--- src/rtl/pipe_ctrl_pkg.sv ---
// Shared types and constants for the pipeline stall/flush sequencer.
// Combinational-free package; no latency or backpressure of its own.
package pipe_ctrl_pkg;

    typedef enum logic {
        RUN     = 1'b0,
        MD_BUSY = 1'b1
    } md_state_t;

    localparam int MUL_CYCLES_DEF = 4;
    localparam int DIV_CYCLES_DEF = 32;
    localparam int MD_CNT_W       = 6;

    localparam logic [4:0] REG_ZERO = 5'd0;

endpackage

--- src/rtl/md_timer.sv ---
// Mult/div occupancy tracker: loadable down-counter that raises md_done when it hits zero.
// Load/abort act at the next edge; md_busy/md_done are registered-state decodes.
module md_timer
    import pipe_ctrl_pkg::*;
(
    input  logic                clk,
    input  logic                rset,
    input  logic                load,
    input  logic [MD_CNT_W-1:0] load_val,
    input  logic                abort,
    output logic                md_busy,
    output logic                md_done
);

    md_state_t           state, state_nxt;
    logic [MD_CNT_W-1:0] md_cnt, md_cnt_nxt;

    always_ff @(posedge clk or negedge rset) begin
        if (!rset) begin
            state  <= RUN;
            md_cnt <= '0;
        end else begin
            state  <= state_nxt;
            md_cnt <= md_cnt_nxt;
        end
    end

    // Abort beats a new load; a load in the done cycle chains without an idle cycle.
    always_comb begin
        state_nxt  = state;
        md_cnt_nxt = md_cnt;
        if (abort) begin
            state_nxt  = RUN;
            md_cnt_nxt = '0;
        end else if (load) begin
            state_nxt  = MD_BUSY;
            md_cnt_nxt = load_val;
        end else if (state == MD_BUSY) begin
            if (md_cnt == '0) begin
                state_nxt = RUN;
            end else begin
                md_cnt_nxt = md_cnt - 1'b1;
            end
        end
    end

    assign md_busy = (state == MD_BUSY);
    assign md_done = md_busy && (md_cnt == '0);

endmodule

--- src/rtl/pipe_hazard_ctrl.sv ---
// Stall/flush sequencer for the 5-stage pipeline: mem wait > exception > mult/div > load-use.
// Zero-cycle response to current inputs; all outputs forced low while rset is asserted.
module pipe_hazard_ctrl
    import pipe_ctrl_pkg::*;
#(
    parameter int MUL_CYCLES = MUL_CYCLES_DEF,
    parameter int DIV_CYCLES = DIV_CYCLES_DEF
) (
    input  logic        clk,
    input  logic        rset,
    input  logic [4:0]  id_rs,
    input  logic [4:0]  id_rt,
    input  logic        id_uses_rs,
    input  logic        id_uses_rt,
    input  logic        id_hilo_rd,
    input  logic        id_md_op,
    input  logic        ex_mem_read,
    input  logic [4:0]  ex_rw,
    input  logic        ex_md_start,
    input  logic        ex_md_is_div,
    input  logic        mem_req,
    input  logic        mem_ready,
    input  logic        exc_valid,
    output logic        pc_en,
    output logic        en_if_id,
    output logic        en_id_ex,
    output logic        en_ex_mem,
    output logic        en_mem_wb,
    output logic        flush_if_id,
    output logic        flush_id_ex,
    output logic        flush_ex_mem,
    output logic        flush_mem_wb,
    output logic        md_busy,
    output logic        md_done,
    output logic [31:0] stall_cycles
);

    localparam logic [MD_CNT_W-1:0] MUL_LOAD = MD_CNT_W'(MUL_CYCLES - 1);
    localparam logic [MD_CNT_W-1:0] DIV_LOAD = MD_CNT_W'(DIV_CYCLES - 1);

    logic mem_wait;
    logic exc_take;
    logic md_hazard;
    logic lu_hazard;
    logic md_accept;

    assign mem_wait  = mem_req && !mem_ready;
    assign exc_take  = exc_valid && !mem_wait;
    assign md_hazard = md_busy && !md_done && (id_hilo_rd || id_md_op);
    assign lu_hazard = ex_mem_read && (ex_rw != REG_ZERO) &&
                       ((id_uses_rs && (id_rs == ex_rw)) ||
                        (id_uses_rt && (id_rt == ex_rw)));

    // A start in the done cycle is legal: the unit hands off its result that cycle.
    assign md_accept = ex_md_start && (!md_busy || md_done) && !mem_wait && !exc_take;

    md_timer u_md_timer (
        .clk      (clk),
        .rset     (rset),
        .load     (md_accept),
        .load_val (ex_md_is_div ? DIV_LOAD : MUL_LOAD),
        .abort    (exc_take),
        .md_busy  (md_busy),
        .md_done  (md_done)
    );

    always_comb begin
        pc_en        = 1'b1;
        en_if_id     = 1'b1;
        en_id_ex     = 1'b1;
        en_ex_mem    = 1'b1;
        en_mem_wb    = 1'b1;
        flush_if_id  = 1'b0;
        flush_id_ex  = 1'b0;
        flush_ex_mem = 1'b0;
        flush_mem_wb = 1'b0;
        if (mem_wait) begin
            pc_en     = 1'b0;
            en_if_id  = 1'b0;
            en_id_ex  = 1'b0;
            en_ex_mem = 1'b0;
            en_mem_wb = 1'b0;
        end else if (exc_take) begin
            flush_if_id  = 1'b1;
            flush_id_ex  = 1'b1;
            flush_ex_mem = 1'b1;
            flush_mem_wb = 1'b1;
        end else if (md_hazard || lu_hazard) begin
            pc_en       = 1'b0;
            en_if_id    = 1'b0;
            flush_id_ex = 1'b1;
        end
        // Hold the whole pipeline inert while reset is asserted.
        if (!rset) begin
            pc_en        = 1'b0;
            en_if_id     = 1'b0;
            en_id_ex     = 1'b0;
            en_ex_mem    = 1'b0;
            en_mem_wb    = 1'b0;
            flush_if_id  = 1'b0;
            flush_id_ex  = 1'b0;
            flush_ex_mem = 1'b0;
            flush_mem_wb = 1'b0;
        end
    end

    always_ff @(posedge clk or negedge rset) begin
        if (!rset) begin
            stall_cycles <= '0;
        end else if (!pc_en && (stall_cycles != '1)) begin
            stall_cycles <= stall_cycles + 32'd1;
        end
    end

endmodule

--- config.mk ---
export PLATFORM = sky130hd
export DESIGN_NAME = pipe_hazard_ctrl
export DESIGN_NICKNAME = d
export VERILOG_FILES = /design/src/rtl/pipe_ctrl_pkg.sv /design/src/rtl/md_timer.sv /design/src/rtl/pipe_hazard_ctrl.sv
export SDC_FILE = /design/constraint.sdc
export NUM_CORES = 1
export LEC_CHECK = 0
export CORE_UTILIZATION = 51
export DETAILED_ROUTE_END_ITERATION = 6
export GPL_TIMING_DRIVEN = 0
export PLACE_DENSITY = 0.86
export SLEW_MARGIN = 30
export SYNTH_ARGS = -nofsm -noshare
export SYNTH_HDL_FRONTEND = slang
export SYNTH_HIERARCHICAL = 1
export SYNTH_SLANG_ARGS = --single-unit
--- constraint.sdc ---
create_clock -name clk -period 5.75 [get_ports clk]
set_input_delay 0.575 -clock clk [delete_from_list [all_inputs] [get_ports clk]]
set_output_delay 0.575 -clock clk [all_outputs]
set_load 0.02 [all_outputs]
**After elaboration in Yosys (flattened, before gate mapping)**

Index checks and enable logic that the tools add are counted.

- Add/subtract/negate cells: 2
- Muxes and demuxes: 22
- Reductions and logical operators: 27
- Equality and inequality tests: 4

Operator list:

| operator | count |
|---|---|
| $add 32x1->32 const B | 1 |
| $ne 32x32->1 const B | 1 |
| $mux 6 | 4 |
| $mux 1 | 17 |
| $logic_and 1x1->1 | 13 |
| $eq 5x5->1 | 2 |
| $logic_not 1->1 | 6 |
| $logic_not 6->1 | 1 |
| $sub 6x1->6 const B | 1 |
| $mux 5 | 1 |
| $reduce_bool 5->1 | 1 |
| $logic_or 1x1->1 | 4 |
| $ne 3x3->1 const B | 1 |
| $reduce_bool 3->1 | 1 |
| $reduce_and 2->1 | 1 |

- Logic and storage cells: 58
- Bits of input ports: 27
- Output and inout port bits: 43
- Bits in registers: 39

**Depth between registers and ports, before layout**

Gate-level depths: netlist of run 1.

- Word-level depth: 12
- Mapped depth: 11

**Modules after synthesis**

Netlist of run 1, hierarchy kept.

Modules (own cells, without submodules):

| module | times used | seq. area each (um^2) | area each (um^2) | cells each |
|---|---|---|---|---|
| pipe_hazard_ctrl | 1 | 800.8 | 1854.3 | 183 |
| md_timer | 1 | 175.2 | 465.4 | 50 |

**Worst setup path before layout of run 1**

Ideal clock, no wire load.

- Path type: register to register
- Start: reg u_md_timer.md_cnt[0]
- End: reg u_md_timer.md_cnt[1]
- Required time: 5625 ps
- Setup slack: 2940 ps
- Buffers on the path: 0
- Period minus slack after synthesis: 2810 ps
- Cell stages (with the launch flop): 10
- Arrival time: 2684 ps
- Path through: dfrtp_1 > inv_1 > ha_1 > nor2b_1 > and3_1 > nor2b_1 > nor4bb_1 > inv_1 > o2111a_1 > a2111oi_0

- Cells in the longest elaborated chain, start to end: 8

RTL lines:

| element | RTL line | source |
|---|---|---|
| start: declaration | md_timer.sv:16 | `logic [MD_CNT_W-1:0] md_cnt, md_cnt_nxt;` |
| start signal: assignment | md_timer.sv:24 | `md_cnt <= md_cnt_nxt;` |
| $logic_not 6->1 * | md_timer.sv:48 | `assign md_done = md_busy && (md_cnt == '0);` |
| $logic_and 1x1->1 * | md_timer.sv:48 |  |
| net md_done | pipe_hazard_ctrl.sv:34 | `output logic md_done,` |
| $logic_or 1x1->1 * | pipe_hazard_ctrl.sv:55 | `assign md_accept = ex_md_start && (!md_busy \|\| md_done) && !mem_wait && !exc_take;` |
| $logic_and 1x1->1 * (3 in series) | pipe_hazard_ctrl.sv:55 |  |
| net md_accept | pipe_hazard_ctrl.sv:45 | `logic md_accept;` |
| $ne 3x3->1 (no source line) (tied with other cells) | n/a |  |
| $reduce_and 2->1 (no source line) / $mux 6 (equally long branches) | n/a |  |

The timed path passes the listed nets; every way through them passes the cells marked *. The select of a mux whose other input is x is not followed.
A chain may end at the register's enable or synchronous reset.

**Worst setup path after layout of run 1**

- Start: reg u_md_timer.md_cnt[0]
- End: out pc_en

- Cells in the longest elaborated chain, start to end: 10

RTL lines:

| element | RTL line | source |
|---|---|---|
| $logic_not 6->1 | md_timer.sv:48 |  |
| $logic_and 1x1->1 | md_timer.sv:48 |  |
| $logic_not 1->1 | pipe_hazard_ctrl.sv:49 | `assign md_hazard = md_busy && !md_done && (id_hilo_rd \|\| id_md_op);` |
| $logic_and 1x1->1 (2 in series) | pipe_hazard_ctrl.sv:49 |  |
| $logic_or 1x1->1 | pipe_hazard_ctrl.sv:88 | `end else if (md_hazard \|\| lu_hazard) begin` |
| $mux 1 | pipe_hazard_ctrl.sv:88 |  |
| $mux 1 | pipe_hazard_ctrl.sv:83 | `end else if (exc_take) begin` |
| $mux 1 | pipe_hazard_ctrl.sv:77 | `if (mem_wait) begin` |
| $mux 1 | pipe_hazard_ctrl.sv:94 | `if (!rset) begin` |
| end: declaration | pipe_hazard_ctrl.sv:24 | `output logic pc_en,` |

Every way passes these cells.

==> results.sh, run 1 <==
export IMPL_power_density_mw_per_mm2=307
export IMPL_antenna_found_initial=0
export IMPL_cts_inserted_buffers=5
export IMPL_storage_cell_area_um2=976
export IMPL_rsz0062_at_grt="false"
export IMPL_synth_seq_cells=39
export IMPL_post_route_cells_drive_above_1_share=0.0897
export IMPL_cts_clk_slew_worst_paths_ns=0.07
export IMPL_cts_htree_levels=2
export IMPL_core_area_mm2=0.00435
export IMPL_die_area_mm2=0.00482
export IMPL_m1_wire_length_um=2560
export IMPL_final_min_period_over_clock_period=0.638
export IMPL_worstSetupEndpointType="output port"
export IMPL_report_final_setup_viol=0
export IMPL_yosysWarnings=6
export IMPL_share_of_total_power_in_sequential_cells=0.407
export IMPL_synthesized_instance_count=233
export IMPL_wl_per_cell_um=15.6
export IMPL_cp_cell_sequence="inv_1, ha_1, nor2b_1, and3_1, nor2b_1, o21ai_0, o21ai_0, a21oi_4, buf_4, buf_4, clkdlybuf4s50_1"
export IMPL_worst_endpoint_required_ns=5.18
export IMPL_synth_edff_count=0
export IMPL_syn_area_mm2=0.00232
export IMPL_netSwitchingFraction=0.349
export IMPL_timing_critical_path_from_type="flip-flop"
export IMPL_place_gp_congestion=0.837
export IMPL_finalCoreUtilization=0.741
export IMPL_port_buffer_count=69
export IMPL_synth_async_sr_flop_share=1.00
export IMPL_detail_route_iter0_violations=79
export IMPL_critPathArrivalTime_ns=3.09
export IMPL_post_synthesis_to_final_layout_area_growth_pct=39.1
export IMPL_setup_tns_ns=0
export IMPL_cp_slowest_stage_delay_ns=0.58
export IMPL_fp_dieH_um=69.4
export IMPL_layout_commonest_cell="sky130_fd_sc_hd__clkdlybuf4s50_1"
export IMPL_cts_repair_resize_count=0
export IMPL_io_pins=70
export IMPL_drc=0
export IMPL_max_slew_worst_pin_slew_ns=0.640
export IMPL_power_share_of_the_combinational_group=0.355
export IMPL_internal_power_mw=0.644
export IMPL_clockBufferDepth=2
export IMPL_clock_power_share=0.238
export IMPL_groute_usage_overall=0.252
export IMPL_max_vdd_ir_drop_v=0.000285
export IMPL_crit_slowest_cell="sky130_fd_sc_hd__clkdlybuf4s50_1"
export IMPL_fin_worst_skew_ns=0.00529
export IMPL_grt_overflow=0
export IMPL_tritoncts="done"
export IMPL_place_inst=356
export IMPL_multi_input_area_mm2=0.00125
export IMPL_post_drt_via_cell_ratio=5.61
export IMPL_clkLatencyLatePin_ns=0.29
export IMPL_synth_yosys_seq_area_share=0.421
export IMPL_cts_setup_buffers=0
export IMPL_critical_path_max_fanout=11
export IMPL_hold_viol_final=0
export IMPL_most_instantiated_flip_flop_cell_in_the_synthesis_netlist="sky130_fd_sc_hd__dfrtp_1"
export IMPL_max_cap_violations=0
export IMPL_final_cell_mix="sky130_fd_sc_hd__clkdlybuf4s50_1, sky130_fd_sc_hd__dfrtp_1, sky130_fd_sc_hd__xor2_1"
export IMPL_detailed_place_hpwl_um=4270
export IMPL_start_util=0.533
export IMPL_slew_headroom=0.567
export IMPL_switching_power_mw=0.345
export IMPL_grt_start_max_net_pins=22
export IMPL_antenna_cells_inserted=0
export IMPL_cts_hold_buf=0
export IMPL_die_width_um=69.4
export IMPL_wl_met3_um=222
export IMPL_cts_sinks=39
export IMPL_grt_pass1_wl_um=9690
export IMPL_yosysUniqueCellTypes=48
export IMPL_drt_pass1_iterations=4
export IMPL_path_class="reg -> out"
export IMPL_avgSynthCellArea_um2=9.96
export IMPL_route_final_wire_length_um=5670
export IMPL_fill_cells=320
export IMPL_vias=2043
export IMPL_max_freq_mhz=273
export IMPL_static_power_due_to_leakage_nw=1.33
export IMPL_route_antenna_remaining_nets=0
export IMPL_reg2reg_depth=9
export IMPL_slew_viol_final=0
export IMPL_layout_nets=341
export IMPL_finalNonFillerCells=364
export IMPL_clk_root_buffer_cell="sky130_fd_sc_hd__clkbuf_8"
export IMPL_holdCritPathClass="in -> async"
export IMPL_min_period_ns=3.67
export IMPL_rows=24
export IMPL_wire_length_on_met2_um=2790
export IMPL_first_global_vias=2017
export IMPL_highest_signal_layer="met4"
export IMPL_run_status="complete, no violations"
[synth_stat cells, drive strengths merged (3+ instances only)]
cell type,count,area share
a21oi,4,0.013
xnor2,16,0.060
o21ai,6,0.013
a211o,3,0.011
nor2,10,0.016
nor3,16,0.035
inv,7,0.011
nor3b,4,0.013
nand3,6,0.013
nand2b,3,0.0081
or4,4,0.013
dfrtp,39,0.42
buf,11,0.033
nor4,7,0.019
and2,4,0.011
and4,4,0.015
nand2,16,0.026
nand4b,5,0.019
nand4,7,0.019
and3,5,0.013
xor2,25,0.094
ha,3,0.016
[final timing paths]
kind	startpoint	to	slack (ns)
setup / recovery	u_md_timer/md_cnt[0]$_DFFE_PN0P_	pc_en	2.08
hold / removal	rset	u_md_timer/md_busy$_DFF_PN0_	0.24
setup reg to reg	u_md_timer/md_cnt[0]$_DFFE_PN0P_	u_md_timer/md_cnt[1]$_DFFE_PN0P_	2.78
hold reg to reg	stall_cycles[20]$_DFFE_PN0P_	stall_cycles[20]$_DFFE_PN0P_	0.49
max in group asynchronous	rset	stall_cycles[17]$_DFFE_PN0P_	5.02
min in group clk	stall_cycles[20]$_DFFE_PN0P_	stall_cycles[20]$_DFFE_PN0P_	0.49
[critical path: cells and delay by family, from the launching register on]
family          cells  cell delay (ns)
compound gates      3             0.48
fa+ha+maj           1             0.19
buf+inv             4             1.04
flops               1             0.41
simple gates        3             0.66
[logic make-up (layout without fill, tap and decap cells)]
family	Yosys count	in the layout	share of synthesized area
mux	1	1	0.00485
fa+ha+maj	3	3	0.0162
other cells	2	3	0.00324
xor+xnor	41	41	0.155
flops	39	39	0.421
simple gates	105	105	0.276
compound gates	23	23	0.0777
buf+inv	19	97	0.0464
[metrics by stage]
stage | setup slack [ns] | hold slack, ns | total power [mW] | cell area (um^2)
after floorplan | 2.94 | 0.279 | 0.585 | 2320
after global placement | 1.05 | 0.475 | 0.738 | 3080
after detailed placement | 2.14 | 0.486 | 0.755 | 3100
after CTS | 2.09 | 0.262 | 0.994 | 3220
after global routing | 1.87 | 0.284 | 1.04 | 3230
final | 2.08 | 0.243 | 0.989 | 3230
[sequential cells by signal, indices dropped and copies added (netlist names)]
name	cells
stall_cycles	32
u_md_timer/md_busy	1
u_md_timer/md_cnt	6
[layout make-up]
cell class	count	share of cell area
repair buffers	70	0.221
well taps	52	0.0202
flip-flops and latches	39	0.303
plain buffers	12	0.0252
clock buffers	6	0.0256
inverters	7	0.00815
multi-input cells	176	0.386
clock inverters	2	0.0109
[layer usage]
layer  vias up  track usage
li1        995            -
met1       994        0.336
met2        45        0.412
met3         9       0.0596
met4         0       0.0658
met5         -            0
[power by group through the flow]
stage               sequential, mW  clock (mW)  combinational [mW]
global route                 0.410       0.251               0.378
floorplan                    0.440           0               0.145
global placement             0.397           0               0.341
CTS                          0.400       0.241               0.353
finish                       0.402       0.235               0.351
detailed placement           0.404           0               0.351
(Power assumes the default switching activity.)
==> inputs of run 2 (changes only) <==
--- a/config.mk
+++ b/config.mk
@@ -5,10 +5,10 @@
 export SDC_FILE = /design/constraint.sdc
 export NUM_CORES = 1
 export LEC_CHECK = 0
-export CORE_UTILIZATION = 51
+export CORE_UTILIZATION = 43
 export DETAILED_ROUTE_END_ITERATION = 6
 export GPL_TIMING_DRIVEN = 0
-export PLACE_DENSITY = 0.86
+export PLACE_DENSITY = 0.77
 export SLEW_MARGIN = 30
 export SYNTH_ARGS = -nofsm -noshare
 export SYNTH_HDL_FRONTEND = slang
==> constraint.sdc (replaced) <==
create_clock -name clk -period 3.1 [get_ports clk]
set_input_delay 0.31 -clock clk [delete_from_list [all_inputs] [get_ports clk]]
set_output_delay 0.31 -clock clk [all_outputs]
set_load 0.02 [all_outputs]
==> run 2 against run 1 <==
Against the previous run: clock skew rose by 0.0048 ns; combinational power rose by 86%; worst setup slack got worse by 1.9 ns; final cell count rose by 5.2%; design area fell by 0.23%; non-clock buffer count rose by 1; die area rose by 18%; highest routed layer unchanged; via count fell by 1.2%.
==> results.sh, run 2 (synthesis gave the netlist of run 1 again) <==
export IMPL_die_area_mm2=0.00569
export IMPL_clockBufferDepth=2
export IMPL_final_cell_mix="sky130_fd_sc_hd__clkdlybuf4s50_1, sky130_fd_sc_hd__dfrtp_1, sky130_fd_sc_hd__xor2_1"
export IMPL_rsz0062_at_grt="false"
export IMPL_min_period_ns=2.93
export IMPL_port_buffer_count=69
export IMPL_tritoncts="done"
export IMPL_path_class="reg -> out"
export IMPL_cts_sinks=39
export IMPL_holdCritPathClass="in -> async"
export IMPL_detail_route_iter0_violations=124
export IMPL_core_area_mm2=0.00514
export IMPL_layout_commonest_cell="sky130_fd_sc_hd__clkdlybuf4s50_1"
export IMPL_clk_root_buffer_cell="sky130_fd_sc_hd__clkbuf_8"
export IMPL_storage_cell_area_um2=976
export IMPL_groute_usage_overall=0.208
export IMPL_io_pins=70
export IMPL_post_drt_via_cell_ratio=5.27
export IMPL_final_min_period_over_clock_period=0.945
export IMPL_antenna_found_initial=0
export IMPL_fin_worst_skew_ns=0.0101
export IMPL_critPathArrivalTime_ns=2.62
export IMPL_start_util=0.451
export IMPL_die_width_um=75.5
export IMPL_timing_rr_end="u_md_timer/md_cnt[1]$_DFFE_PN0P_"
export IMPL_dp_slack_ns=0.0322
export IMPL_wl_per_cell_um=14.4
export IMPL_slew_viol_final=0
export IMPL_fp_dieH_um=75.5
export IMPL_cts_inserted_buffers=5
export IMPL_layout_nets=342
export IMPL_run_status="complete, no violations"
export IMPL_place_gp_congestion=0.757
export IMPL_report_final_setup_viol=0
export IMPL_max_vdd_ir_drop_v=0.000499
export IMPL_slew_headroom=0.543
export IMPL_worstSetupEndpointType="output port"
export IMPL_drt_pass1_iterations=4
export IMPL_totalPowerFinal_mw=1.73
export IMPL_largest_register_ff_count=32
export IMPL_max_cap_violations=0
export IMPL_route_final_wire_length_um=5520
export IMPL_finalCoreUtilization=0.626
export IMPL_reg2reg_depth=9
export IMPL_hold_viol_final=0
export IMPL_rows=26
export IMPL_grt_overflow=0
export IMPL_finalWorstSetupSlack_ns=0.171
export IMPL_largest_register="stall_cycles"
export IMPL_route_antenna_remaining_nets=0
export IMPL_power_density_mw_per_mm2=537
export IMPL_timing_critical_path_from_type="flip-flop"
export IMPL_antenna_cells_inserted=0
export IMPL_cts_htree_levels=2
export IMPL_detailed_place_hpwl_um=4150
export IMPL_worst_endpoint_required_ns=2.79
export IMPL_drc=0
export IMPL_static_power_due_to_leakage_nw=1.32
export IMPL_critical_path_max_fanout=11
export IMPL_cts_clk_slew_worst_paths_ns=0.08
export IMPL_clkLatencyLatePin_ns=0.29
export IMPL_rrSetupSlack_ns=0.29
export IMPL_fill_cells=468
export IMPL_grt_pass1_wl_um=8960
export IMPL_post_synthesis_to_final_layout_area_growth_pct=38.7
export IMPL_grt_start_max_net_pins=30
export IMPL_max_slew_worst_pin_slew_ns=0.676
export IMPL_first_global_vias=1901
export IMPL_worst_r2r_startpoint="u_md_timer/md_cnt[0]$_DFFE_PN0P_"
export IMPL_multi_input_area_mm2=0.00125
export IMPL_vias=2018
export IMPL_post_route_cells_drive_above_1_share=0.0863
export IMPL_max_freq_mhz=341
run 2: final cells by class:
cell class / count / share of cell area
Multi-Input combinational cell: 176 / 0.388
Sequential cell: 39 / 0.303
Timing Repair Buffer: 71 / 0.222
Tap cell: 70 / 0.0272
Buffer: 12 / 0.0264
Clock buffer: 7 / 0.0237
Inverter: 7 / 0.00816
Clock inverter: 1 / 0.00156
run 2: through the flow:
stage          std cells  cell area, um^2  setup TNS (ns)  hold slack [ns]
2_1_floorplan        234             2320               0           0.0144
3_3_place_gp         373             3100          -17.36            0.476
4_1_cts              383             3210               0            0.449
5_1_grt              383             3220               0            0.453
6_report             383             3220               0            0.430
3_5_place_dp         374             3120               0            0.211
run 2: routing by layer:
layer	part of all wire	global-route usage	vias to the layer above
li1	-	-	991
met1	0.49	0.280	981
met2	0.47	0.339	40
met3	0.040	0.0489	6
met4	0.0073	0.0535	0
met5	0	0	-
run 2: where the power goes:
part | internal, mW | switching, mW | leakage (nW) | total, mW
registers | 0.608 | 0.132 | 0.474 | 0.740
clock network | 0.158 | 0.180 | 0.0422 | 0.338
logic | 0.329 | 0.323 | 0.807 | 0.652
run 2: critical path: stages, from the launching register on:
cell and delay [ns]:
sky130_fd_sc_hd__dfrtp_1 0.41, sky130_fd_sc_hd__inv_1 0.11, sky130_fd_sc_hd__ha_1 0.19, sky130_fd_sc_hd__nor2b_2 0.24
sky130_fd_sc_hd__and3_1 0.21, sky130_fd_sc_hd__nor2b_1 0.06, sky130_fd_sc_hd__o21ai_0 0.14, sky130_fd_sc_hd__o21ai_1 0.15
sky130_fd_sc_hd__a21oi_4 0.21, sky130_fd_sc_hd__buf_6 0.18, sky130_fd_sc_hd__buf_4 0.11, sky130_fd_sc_hd__dlygate4sd2_1 0.32
run 2: what timing repair did:
| action | CTS | global route |
|---|---|---|
| buffers inserted | 0 | 0 |
| endpoints found under the setup margin | 2 | 1 |
| endpoints found under the hold margin | 11 | 0 |
| gates resized for setup | 4 | 1 |
| pin swaps | 0 | 0 |
| hold buffers | 1 | 0 |
run 2: how the worst max path moves through the flow:
stage	start	endpoint	slack, ns
finish	u_md_timer/md_cnt[0]$_DFFE_PN0P_	pc_en	0.17
global route	u_md_timer/md_cnt[0]$_DFFE_PN0P_	pc_en	0.006
CTS	u_md_timer/md_cnt[0]$_DFFE_PN0P_	pc_en	0.11
detailed placement	u_md_timer/md_cnt[0]$_DFFE_PN0P_	pc_en	0.03
global placement	rset	pc_en	-1.06
floorplan	u_md_timer/md_cnt[0]$_DFFE_PN0P_	u_md_timer/md_cnt[1]$_DFFE_PN0P_	0.29
